[config.mk]
export PLATFORM = sky130hd
export DESIGN_NAME = arduino_uart_tx_buffer
export DESIGN_NICKNAME = d
export VERILOG_FILES = /design/src/rtl/arduino_uart_tx_buffer.sv
export SDC_FILE = /design/constraint.sdc
export NUM_CORES = 1
export LEC_CHECK = 0
export CAP_MARGIN = 5
export CORE_UTILIZATION = 30
export CTS_CLUSTER_SIZE = 8
export DETAILED_ROUTE_END_ITERATION = 10
export GPL_TIMING_DRIVEN = 0
export PLACE_DENSITY_LB_ADDON = 0.3
export SYNTH_ARGS = -nofsm -noshare
export SYNTH_HDL_FRONTEND = slang
export SYNTH_SLANG_ARGS = --single-unit
[constraint.sdc]
create_clock -name clk_50 -period 4.5 [get_ports clk_50]
set_input_delay 0.45 -clock clk_50 [delete_from_list [all_inputs] [get_ports clk_50]]
set_output_delay 0.45 -clock clk_50 [all_outputs]
set_load 0.05 [all_outputs]
[src/rtl/arduino_uart_tx_buffer.sv]
// FIFO-buffered 8N1 UART transmitter for the Arduino-facing TX pin.
// Bytes queue through a valid/ready handshake and go out back-to-back.
module arduino_uart_tx_buffer #(
    parameter int unsigned CLK_FREQ   = 50_000_000,
    parameter int unsigned BAUD_RATE  = 115200,
    parameter int unsigned FIFO_DEPTH = 8
) (
    input  logic                        clk_50,
    input  logic                        reset_n,
    input  logic [7:0]                  data_tx,
    input  logic                        valid,
    output logic                        ready,
    output logic                        uart_out,
    output logic                        busy,
    output logic [$clog2(FIFO_DEPTH):0] fifo_count
);

    localparam int unsigned ClksPerBit = CLK_FREQ / BAUD_RATE;
    localparam int unsigned CntW       = (ClksPerBit > 1) ? $clog2(ClksPerBit) : 1;
    localparam int unsigned PtrW       = $clog2(FIFO_DEPTH);

    localparam logic [CntW-1:0] BaudLast = CntW'(ClksPerBit - 1);
    localparam logic [PtrW:0]   FullCnt  = (PtrW + 1)'(FIFO_DEPTH);

    typedef enum logic [1:0] {StIdle, StStart, StData, StStop} state_e;

    state_e          state_q;
    logic [CntW-1:0] baud_q;
    logic [2:0]      bit_q;
    logic [7:0]      shift_q;
    logic            tx_q;

    logic [7:0]      mem [FIFO_DEPTH];
    logic [PtrW-1:0] wr_ptr_q, rd_ptr_q;
    logic [PtrW:0]   count_q, count_d;

    logic push, pop, baud_done;

    assign baud_done = (baud_q == BaudLast);
    // ready depends on registered occupancy only; a pop in a full cycle does not open a slot
    assign ready     = (count_q != FullCnt);
    assign push      = valid && ready;
    assign pop       = (count_q != '0) &&
                       ((state_q == StIdle) || ((state_q == StStop) && baud_done));
    assign count_d   = count_q + (PtrW + 1)'(push) - (PtrW + 1)'(pop);

    always_ff @(posedge clk_50) begin
        if (push) begin
            mem[wr_ptr_q] <= data_tx;
        end
    end

    always_ff @(posedge clk_50 or negedge reset_n) begin
        if (!reset_n) begin
            wr_ptr_q <= '0;
            rd_ptr_q <= '0;
            count_q  <= '0;
        end else begin
            if (push) wr_ptr_q <= wr_ptr_q + PtrW'(1);
            if (pop)  rd_ptr_q <= rd_ptr_q + PtrW'(1);
            count_q <= count_d;
        end
    end

    always_ff @(posedge clk_50 or negedge reset_n) begin
        if (!reset_n) begin
            state_q <= StIdle;
            baud_q  <= '0;
            bit_q   <= '0;
            shift_q <= '0;
            tx_q    <= 1'b1;
        end else begin
            case (state_q)
                StIdle: begin
                    tx_q <= 1'b1;
                    if (pop) begin
                        shift_q <= mem[rd_ptr_q];
                        baud_q  <= '0;
                        bit_q   <= '0;
                        tx_q    <= 1'b0;
                        state_q <= StStart;
                    end
                end
                StStart: begin
                    if (baud_done) begin
                        baud_q  <= '0;
                        tx_q    <= shift_q[0];
                        state_q <= StData;
                    end else begin
                        baud_q <= baud_q + CntW'(1);
                    end
                end
                StData: begin
                    if (baud_done) begin
                        baud_q <= '0;
                        if (bit_q == 3'd7) begin
                            tx_q    <= 1'b1;
                            state_q <= StStop;
                        end else begin
                            bit_q   <= bit_q + 3'd1;
                            shift_q <= shift_q >> 1;
                            tx_q    <= shift_q[1];
                        end
                    end else begin
                        baud_q <= baud_q + CntW'(1);
                    end
                end
                StStop: begin
                    if (baud_done) begin
                        baud_q <= '0;
                        // chain straight into the next start bit when more data waits
                        if (pop) begin
                            shift_q <= mem[rd_ptr_q];
                            bit_q   <= '0;
                            tx_q    <= 1'b0;
                            state_q <= StStart;
                        end else begin
                            tx_q    <= 1'b1;
                            state_q <= StIdle;
                        end
                    end else begin
                        baud_q <= baud_q + CntW'(1);
                    end
                end
                default: state_q <= StIdle;
            endcase
        end
    end

    assign uart_out   = tx_q;
    assign busy       = (state_q != StIdle) || (count_q != '0);
    assign fifo_count = count_q;

endmodule

# After elaboration in Yosys (flattened, before gate mapping)
# Memory sizes are Yosys's and may differ from the RTL's.
# Index checks and enable logic that the tools add are counted.
[classes]
eq_ne = 12
addsub = 6
mux = 28
reduce_logical = 13
[op_table]
columns = ["op", "n"]
rows = [
  ["two-way mux 8 bit", 4],
  ["one-hot mux 8 bit (3 select lines)", 1],
  ["two-way mux 9 bit", 2],
  ["one-hot mux 9 bit (2 select lines)", 1],
  ["two-way mux 3 bit", 4],
  ["inequality test 2 bit (second input constant)", 6],
  ["two-way mux 2 bit", 5],
  ["adder 3 x 1 -> 3 bit (second input constant)", 3],
  ["adder 9 x 1 -> 9 bit (second input constant)", 1],
  ["== test 9 bit (second input constant)", 1],
  ["one-hot mux 3 bit (3 select lines)", 1],
  ["two-way mux 1 bit", 8],
  ["one-hot mux 2 bit (4 select lines)", 1],
  ["AND reduction 5 bit", 1],
  ["adder 4 x 1 -> 4 bit", 1],
  ["== test 2 bit (second input constant)", 2],
  ["inequality test 4 bit (second input constant)", 1],
  ["one-hot mux 1 bit (4 select lines)", 1],
  ["AND reduction 4 bit", 1],
  ["nonzero test 4 bit", 1],
  ["subtractor 4 x 1 -> 4 bit", 1],
  ["== test 3 bit (second input constant)", 1],
  ["logical AND 1 bit", 3],
  ["AND reduction 3 bit", 1],
  ["other kinds (6)", 7],
]
[totals]
ff_bits = 33
memories = 1
ram_bits = 64
wordCells = 68
[memory_table]
columns = ["name", "words", "word_bits", "read_ports", "rd_ports_with_merged_regs", "wr", "line", "rtl"]
rows = [
  ["mem", 8, 8, 1, 0, 1, "33", "logic [7:0] mem [FIFO_DEPTH];"],
]

# Depth between registers and ports, before layout
# Gate-level depths: netlist (run 1).
[logic_depth]
depth_word = 7
ltp_mapped = 12
mapped_depth_nobuf = 11

# Least setup slack after synthesis (run 1)
# Ideal clock, no wire load.
[synth_timing]
kind = "reg-to-reg"
startpoint = "register count_q[2], in the netlist fifo_count[2]"
endpoint = "memory mem[0][0] (enable)"
stages_incl_launch_ff = 7
t_arrival_ns = 2.448
setup_slack_ns = 1.669
path_buffers = 0
setup_time_ns = 0.383
required_ns = 4.117
period_less_slack_ns = 2.831
cell_sequence = "dfrtp_1 > inv_1 > ha_1 > or3b_2 > nand2_1 > or2_2 > nor3_1"
[synth_between]
elab_chain_cells = 4
[synth_lines]
columns = ["element", "line", "rtl"]
rows = [
  ["start, declared", "35", "logic [PtrW:0] count_q, count_d;"],
  ["start signal, assigned", "61", "count_q <= count_d;"],
  ["inequality test 4 bit", "41", "assign ready = (count_q != FullCnt);"],
  ["net ready", "12", "output logic ready,"],
  ["logical AND 1 bit", "42", "assign push = valid && ready;"],
  ["two-way mux 1 bit", "48", "if (push) begin"],
  ["two-way mux 1 bit (implied by the code)", "49", "mem[wr_ptr_q] <= data_tx;"],
  ["end, declared", "33", ""],
]
# The timed path passes the listed nets, and every way through them passes these cells.

# Worst setup path in the final report (run 1)
[layout_timing]
startpoint = "register state_q[0]"
endpoint = "output port busy"
[layout_between]
elab_chain_cells = 2
[layout_lines]
columns = ["element", "line", "rtl"]
rows = [
  ["start, declared", "27", "state_e state_q;"],
  ["start signal, assigned", "67", "state_q <= StIdle;"],
  ["start signal, assigned", "81", "state_q <= StStart;"],
  ["start signal, assigned", "88", "state_q <= StData;"],
  ["nonzero test 2 bit", "131", "assign busy = (state_q != StIdle) || (count_q != '0);"],
  ["logical OR 1 bit", "131", ""],
  ["end, declared", "14", "output logic busy,"],
]
# No other way between the ends.

==> results of run 1 <==
==> report_power, final <==
group | switching, mW | internal [mW]
Clock | 0.339 | 0.385
Sequential | 0.0600 | 1.08
Combinational | 0.246 | 0.154
Total | 0.645 | 1.62
==> cells in the mapped netlist (all sizes together), types with 5 or more instances <==
master  instances
mux2i           6
buf             6
a21oi           8
nand2           9
clkbuf          5
mux4           16
nor3            6
edfxtp         64
nand2b          7
inv            20
o22ai           5
dfrtp          32
ha             16
nor2           13
mux2           11
o21ai           9
==> registers in the layout (all words and copies together) (netlist names) <==
name / cells
mem: 64
baud_q: 9
shift_q: 8
fifo_count: 4
bit_q: 3
rd_ptr_q: 3
wr_ptr_q: 3
state_q: 2
uart_out: 1
==> worst max-delay path, cell delays in order (launching register included) <==
cell	delay, ns
dfrtp_1	0.44
inv_1	0.11
ha_1	0.18
nor4bb_1	0.25
buf_2	0.23
inv_2	0.10
clkdlybuf4s50_1	0.71
==> routing by layer <==
metal,share of wire (%),vias up,wire [µm],global-route usage (%)
met2,48,27,3887,18.64
met1,47,1209,3807,16.05
met4,1.1,0,86,4.421
met3,3.0,6,244,4.089
li1,-,1144,-,-
met5,0,-,0,0
==> how the worst max path moves through the flow <==
stage / startpoint / endpoint / slack [ns]
finish: state_q[0]$_DFFE_PN0P_ / busy / 1.68
global route: baud_q[1]$_DFFE_PN0P_ / fifo_count[2]$_DFF_PN0_ / 1.51
CTS: state_q[0]$_DFFE_PN0P_ / busy / 1.68
detailed placement: baud_q[3]$_DFFE_PN0P_ / fifo_count[2]$_DFF_PN0_ / 1.76
global placement: valid / mem[0][2]$_DFFE_PP_ / 1.37
floorplan: fifo_count[2]$_DFF_PN0_ / mem[0][0]$_DFFE_PP_ / 1.67
==> per-stage QoR <==
step	cells	area, µm²
2_1_floorplan	287	4339
3_3_place_gp	484	4735
3_5_place_dp	485	4751
4_1_cts	501	5027
5_1_grt	501	5027
6_report	501	5027
==> logic make-up (layout without fill, tap and decap cells) <==
family          count (synthesis)  count (layout)  share of synthesized area [%]
flops                          97              97                          63.35
simple gates                   65              65                          8.477
compound gates                 39              39                          5.912
mux                            33              33                          13.15
buf+inv                        31              65                          3.028
fa+ha+maj                      17              17                          5.075
xor+xnor                        5               5                          1.009
==> area by class of cell <==
class	instances	area (µm²)	share of cell area (%)
Sequential cell	97	2749	54.68
Multi-Input combinational cell	159	1469	29.22
Clock buffer	11	232.7	4.629
Tap cell	180	225.2	4.480
Timing Repair Buffer	18	176.4	3.509
Inverter	20	75.07	1.493
Buffer	11	56.30	1.120
Clock inverter	5	43.79	0.8711
==> results.md, run 1 <==
* Share of the synthesized area in the top cell type at 44.29%
* Worst Setup End Kind: primary output
* Initial core utilization at 31.02%
* Top_reg_cell synth: edfxtp_1
* RSZ-0062 raised after global routing: false
* # hold bufs at CTS at 0
* Share of cells above drive strength 1 at 15.89%
* Clock-pin slew on the worst setup and hold paths at 0.07 ns
* Fillers at 1353
* Crit path launch type: flip-flop
* Worst-margin pin slew at 0.9782 ns
* Clock Root Buffer: clkbuf_16
* TritonCTS buffer count at 9
* ANT cells at 0
* Seq/Total Area, Yosys at 63.35%
* I/O Buffers at 17
* DIE HEIGHT at 122.3 µm
* Max_slew headroom at 34.55%
* Fin crit share at 62.59%
* Fin worst setup slack at 1.683 ns
* Pre-CTS setup slack at 1.757 ns
* Area growth, synth to finish at 15.86%
* I/O pin total at 18
* Largest net degree at the start of global routing at 34
* Vias per inst at 4.762
* RR Startpoint: baud_q[3]$_DFFE_PN0P_
* CTS tree: built
* Total grt overflow at 0
* Routed len/inst at 16.02 µm
* Num rows at 43
* Syn_area_per_cell at 15.12 µm²
* Clk_skew at 0.01143 ns
* Outcome: complete, no violations
* CTS-repair resized insts at 0
* H-tree Lvls at 3
* Asr flop ratio synth at 34.02%
* WP data required at 4.05 ns
* Cell count after synthesis at 287
* Net Count, Synth at 315
* CTS max path bufs at 2
* Pre-antenna DRT Iters at 4
* Die Wd at 122.3 µm
* Reg2reg setup slack at 1.77 ns
* Synth cell types at 49
* Most frequent cells in the layout: 64 x edfxtp_1, 32 x dfrtp_1, 19 x inv_1
* Initial DRC Count at 146
* Fin util at 35.94%
* Commonest non-fill, non-tap cell in the layout: edfxtp_1
* Top post-synthesis cells by area: edfxtp_1 44%, dfrtp_1 18%, mux4_2 5.2%
* Die area at 0.01495 mm²
* First-pass GRT wire length at 13.21 mm
* CORE AREA at 0.01399 mm²
* Crit-path max FO at 7
* RR Endpoint: fifo_count[2]$_DFF_PN0_
* Leading area contributor after synthesis: edfxtp_1
* Synth warnings at 0
* Hold Slack at 0.1692 ns
* Postcts setup bufs at 0
* # nets final at 344
* Fmax at 0.3550 GHz
* Final-report hold violation count at 0
* Reg2Reg Depth at 9
* Worst-Skew Late Latency at 0.35 ns
* PwrDens at 450.3 mW/mm²
* Fin crit period at 2.817 ns
* Post-route DRC at 0
* Hold crit path type: input pin to async pin
* Overall Power at 2.264 mW
* Vias in the first global route at 2418
* Worst Path Arrival at 2.37 ns
* Clk sinks at 97
* Initial antenna violation count at 0
* Final ANT Viol Nets at 0
* Via count at 2386
* Global Route Usage Sum at 12.19%
* FF+latch count, synth at 97
* Slew Limit Fails at 0
* DRT Wirelength at 8.025 mm
* Setup-failing EPs final at 0
* Max Cap Viol at 0
* Mapped Area at 0.004339 mm²
* Global placement routability congestion at 0.7454
* Crit Path Category: flip-flop to primary output
* Final TNS setup at 0 ns
* Hpwl dp at 5.341 mm
* Post-synth EDFFs at 64
* Static Leak at 1.844 nW
* Max VDD drop at 0.3197 mV
(Power assumes the default switching activity.)
==> run 2, diff against run 1 <==
clock period = 2.7 ns   (was 4.5 ns; I/O delays follow)
==> results.md, run 2 (synthesis gave the netlist of run 1 again) <==
* Initial DRC Count at 121 (-17%)
* Top Registers: mem: 64 flops, baud_q: 9 flops, shift_q: 8 flops
* Die area at 0.01495 mm² (unchanged)
* First-pass GRT wire length at 13.14 mm (-0.58%)
* Crit path cell chain: inv_1, ha_1, clkbuf_2, a31oi_2, nor2_2, ha_1, inv_1, ha_1, inv_1, fa_1, xnor2_1
* Worst-margin pin slew at 0.9948 ns (+0.01665 ns)
* Initial antenna violation count at 0 (unchanged)
* Fillers at 1338 (-1.1%)
* Largest net degree at the start of global routing at 34 (unchanged)
* H-tree Lvls at 3 (unchanged)
* Worst Path Arrival at 2.70 ns (+0.33 ns)
* PwrDens at 759.7 mW/mm² (+69%)
* Max reg flops at 64 (unchanged)
* CTS tree: built
* WP data required at 2.93 ns (-1.12 ns)
* Hold Slack at -0.004021 ns (-0.1733 ns)
* Num rows at 43 (unchanged)
* Post-route DRC at 0 (unchanged)
* Fmax at 0.4056 GHz
* Worst Setup End Kind: flip-flop
* Final TNS setup at 0 ns (unchanged)
* # hold bufs at CTS at 0 (unchanged)
* Fin crit period at 2.466 ns
* Multi-input logic area at 0.001494 mm² (+1.7%)
* CORE AREA at 0.01399 mm² (unchanged)
* Crit-path max FO at 10 (+3)
* Buf/Inv on CP at 4 (unchanged)
* Share of cells above drive strength 1 at 17.24% (+1.4 points)
* Max_slew headroom at 33.32% (-1.2 points)
* ANT cells at 0 (unchanged)
* Max VDD drop at 0.6356 mV (+99%)
* Area growth, synth to finish at 16.72%
* Slew Limit Fails at 0 (unchanged)
* Clk sinks at 97 (unchanged)
* Failing checks: negative hold slack
* Via count at 2396 (+0.42%)
* Total grt overflow at 0 (unchanged)
* Setup-failing EPs final at 0 (unchanged)
* Hold crit path type: input pin to async pin
* TritonCTS buffer count at 9 (unchanged)
* RSZ-0062 raised after global routing: false
* Fin crit share at 91.32%
* Max stage delay cell, worst path: dfrtp_1
* Global placement routability congestion at 0.7654 (+2.7%)
* Pre-antenna DRT Iters at 4 (unchanged)
* CTS max path bufs at 2 (unchanged)
* Max stage delay on crit path at 0.43 ns (-0.28 ns)
* Vias in the first global route at 2542 (+5.1%)
* Outcome: complete, but fails checks
* Static Leak at 1.853 nW (+0.47%)
* Final ANT Viol Nets at 0 (unchanged)
* Hpwl dp at 5.302 mm (-0.73%)
* Delay-heaviest family, CP: adder cells
* Crit Path Category: flip-flop to flip-flop
* DRT Wirelength at 8.025 mm (unchanged)
* Biggest register: mem
* Register area at 0.002749 mm² (unchanged)
* Clock Root Buffer: clkbuf_16
* Commonest non-fill, non-tap cell in the layout: edfxtp_1
* I/O Buffers at 17 (unchanged)
* Max Cap Viol at 0 (unchanged)
* Final-report hold violation count at 4 (+4)
* Global Route Usage Sum at 12.00% (-0.19 points)
* Routed len/inst at 16.08 µm (+0.40%)
* Die Wd at 122.3 µm (unchanged)
* Most frequent cells in the layout: 64 x edfxtp_1, 32 x dfrtp_1, 19 x inv_1
* Vias per inst at 4.802 (+0.82%)
* I/O pin total at 18 (unchanged)
* Final instance area at 0.005065 mm² (+0.75%)
* Clock-pin slew on the worst setup and hold paths at 0.07 ns (about the same)
* Initial core utilization at 31.02% (unchanged)
* # nets final at 342 (-0.58%)
* DP Area at 0.004742 mm² (-0.18%)
* Worst-Skew Late Latency at 0.34 ns (about the same)
* DIE HEIGHT at 122.3 µm (unchanged)
* Crit path launch type: flip-flop
* Clk_skew at 0.009856 ns (-0.001575 ns)
[run 2: area by class of cell]
| type | instances | share of cell area [%] |
|---|---|---|
| plain buffers | 10 | 1.062 |
| clock buffers | 9 | 4.447 |
| well taps | 180 | 4.447 |
| clock inverters | 7 | 1.482 |
| flip-flops and latches | 97 | 54.27 |
| repair buffers | 17 | 3.310 |
| inverters | 20 | 1.482 |
| multi-input cells | 159 | 29.50 |
[run 2: worst reg2reg max path, stage by stage (launching register included)]
cell      delay [ns]
dfrtp_1         0.43
inv_1           0.09
ha_1            0.22
clkbuf_2        0.20
a31oi_2         0.27
nor2_2          0.09
ha_1            0.29
inv_1           0.06
ha_1            0.15
inv_1           0.05
fa_1            0.38
xnor2_1         0.14
[run 2: final timing paths]
path                                        start                 endpoint  slack [ns]  depth (start not counted)
max reg2reg                state_q[1]$_DFFE_PN0P_  fifo_count[2]$_DFF_PN0_        0.23                         11
min in group clk_50          uart_out$_DFFE_PN1P_     uart_out$_DFFE_PN1P_        0.50                          1
max                        state_q[1]$_DFFE_PN0P_  fifo_count[2]$_DFF_PN0_        0.23                         11
min reg2reg                  uart_out$_DFFE_PN1P_     uart_out$_DFFE_PN1P_        0.50                          1
min                                       reset_n  wr_ptr_q[0]$_DFFE_PN0P_      -0.004                          1
max in group asynchronous                 reset_n   shift_q[4]$_DFFE_PN0P_        2.21                          1
[run 2: per-stage QoR]
| stage | power [mW] | setup WS [ns] | cells | utilization (%) | hold WS [ns] |
|---|---|---|---|---|---|
| 3_5_place_dp | 2.610 | -0.01678 | 484 | 33.90 | 0.3964 |
| 2_1_floorplan | 2.361 | 0.1273 | 287 | - | -0.02559 |
| 5_1_grt | 4.021 | 0.06084 | 499 | 36.21 | 0.07732 |
| 3_3_place_gp | 2.579 | 0.001887 | 484 | 33.90 | 0.4842 |
| 6_report | 3.848 | 0.2343 | 499 | 36.21 | -0.004021 |
| 4_1_cts | 3.899 | 0.01159 | 500 | 36.12 | 0.01232 |
[run 2: per-layer routing]
| metal | wire length (µm) | global-route usage (%) | vias up | share of wire, % |
|---|---|---|---|---|
| met5 | 0 | 0 | - | 0 |
| li1 | - | - | 1140 | - |
| met2 | 3949 | 19.87 | 34 | 49 |
| met3 | 240 | 3.532 | 13 | 3.0 |
| met1 | 3678 | 14.49 | 1209 | 46 |
| met4 | 157 | 5.183 | 0 | 2.0 |
[run 2: where the power goes]
group,internal [mW],total [mW],switching [mW]
combinational,0.257,0.666,0.409
clock,0.726,1.28,0.556
sequential,1.80,1.90,0.0999
[run 2: repair_timing]
| item | 4_1_cts | 5_1_grt |
|---|---|---|
| setup buffers | 0 | 0 |
| resized for setup | 2 | 4 |
| setup endpoints to repair | 2 | 4 |
| gates cloned | 0 | 0 |
| pin swaps | 0 | 0 |
==> patch, RTL diff (config.mk and constraints of run 2) <==
Encoding of `state_e`: now one-hot (4 bits for 4 states).
--- a/src/rtl/arduino_uart_tx_buffer.sv
+++ b/src/rtl/arduino_uart_tx_buffer.sv
@@ -24,3 +24,3 @@
 
-    typedef enum logic [1:0] {StIdle, StStart, StData, StStop} state_e;
+    typedef enum logic [3:0] {StIdle = 4'b0001, StStart = 4'b0010, StData = 4'b0100, StStop = 4'b1000} state_e;
 
Check against the original RTL: same outputs for any inputs over 10 cycles, from zero or initial values and one cycle with reset_n low; not proved beyond that.
==> patch against run 2 <==
Core utilization down 0.054 points. First-iteration DRC count is 23% higher. Critical path type unchanged. Highest routed layer unchanged. Die area increased by 0.23%. Worst setup slack lost 0.11 ns. Final area fell by 0.15%. Synthesized area up 0.23%. Routed wire length grew 1.5%. Total power shrank 2.2%. Synthesized cell count increased by 0.70%. Sequential cell count is 2 higher.
==> patch: results (changes against run 2) <==
[power_and_ir_drop]
switching_share_pct=28.15  ; +0.48 points
power_frac_comb_pct=17.6  ; +0.3 points
peakVddDrop_uv=354.2  ; -44%

[logic_synthesis]
synthArstFlopShare_pct=35.35  ; +1.3 points
ys_seq_area_share_pct=64.38  ; +1.0 points
synth_mux_area_share_pct=13.58  ; +0.43 points
synthAdderAreaFrac_pct=3.913  ; -1.2 points
ys_types=46  ; -6.1%
synth_area_leaders=edfxtp_1, dfrtp_1, mux4_2, ha_1, mux2_4

[placed_design]
place_ws_ns=-0.05844  ; -0.04166 ns

[worst_setup_path]
cp_data_arrival_time_ns=2.80  ; +0.10 ns
critPathCapture=shift_q[6]
slowest_stage=clkbuf_1
startpoint=rd_ptr_q[1]

[finish]
fillCellCount=1337  ; -0.075%
drive_gt1_share_pct=18.83  ; +1.6 points

[global_routing]
grt_pass1_wl_um=13430  ; +2.2%
grt_start_max_net_pins=36  ; +5.9%
grt_pass1_vias=2531  ; -0.43%
grt_use_total_pct=12.49  ; +0.49 points

[drt]
vias=2386  ; -0.42%
wire_per_inst_um=16.16  ; +0.49%

[sta]
worst_slack_ns=0.1267  ; -0.1076 ns
skew_ns=0.005826  ; -0.004030 ns

[status]
outcome=finished clean

patch: changes by cell type in the layout (fill, tap and decap cells not counted), sizes merged, moves of 9 or more:
| cell | change |
|---|---|
| nor2 | +9 |
| o21ai | +11 |
| nand2 | +12 |
| inv | -16 |
patch: metal layers:
layer	part of all wire [%]	wire, um	vias to the layer above	GRT usage [%]
met5	0	0	-	0
met4	1.8	143	0	5.488
met3	2.9	239	7	3.532
met2	52	4206	31	21.07
met1	44	3555	1199	14.81
li1	-	-	1149	-
patch: area by class of cell:
type                       instances  area (um2)  area share, %
buffer                            11       62.56          1.237
clock buffer                       9       225.2          4.453
clock inverter                     6       42.54         0.8412
inverter                           6       22.52         0.4453
multi-input combinational        173        1491          29.49
sequential                        99        2800          55.37
tap                              180       225.2          4.453
timing repair buffer              20       187.7          3.711
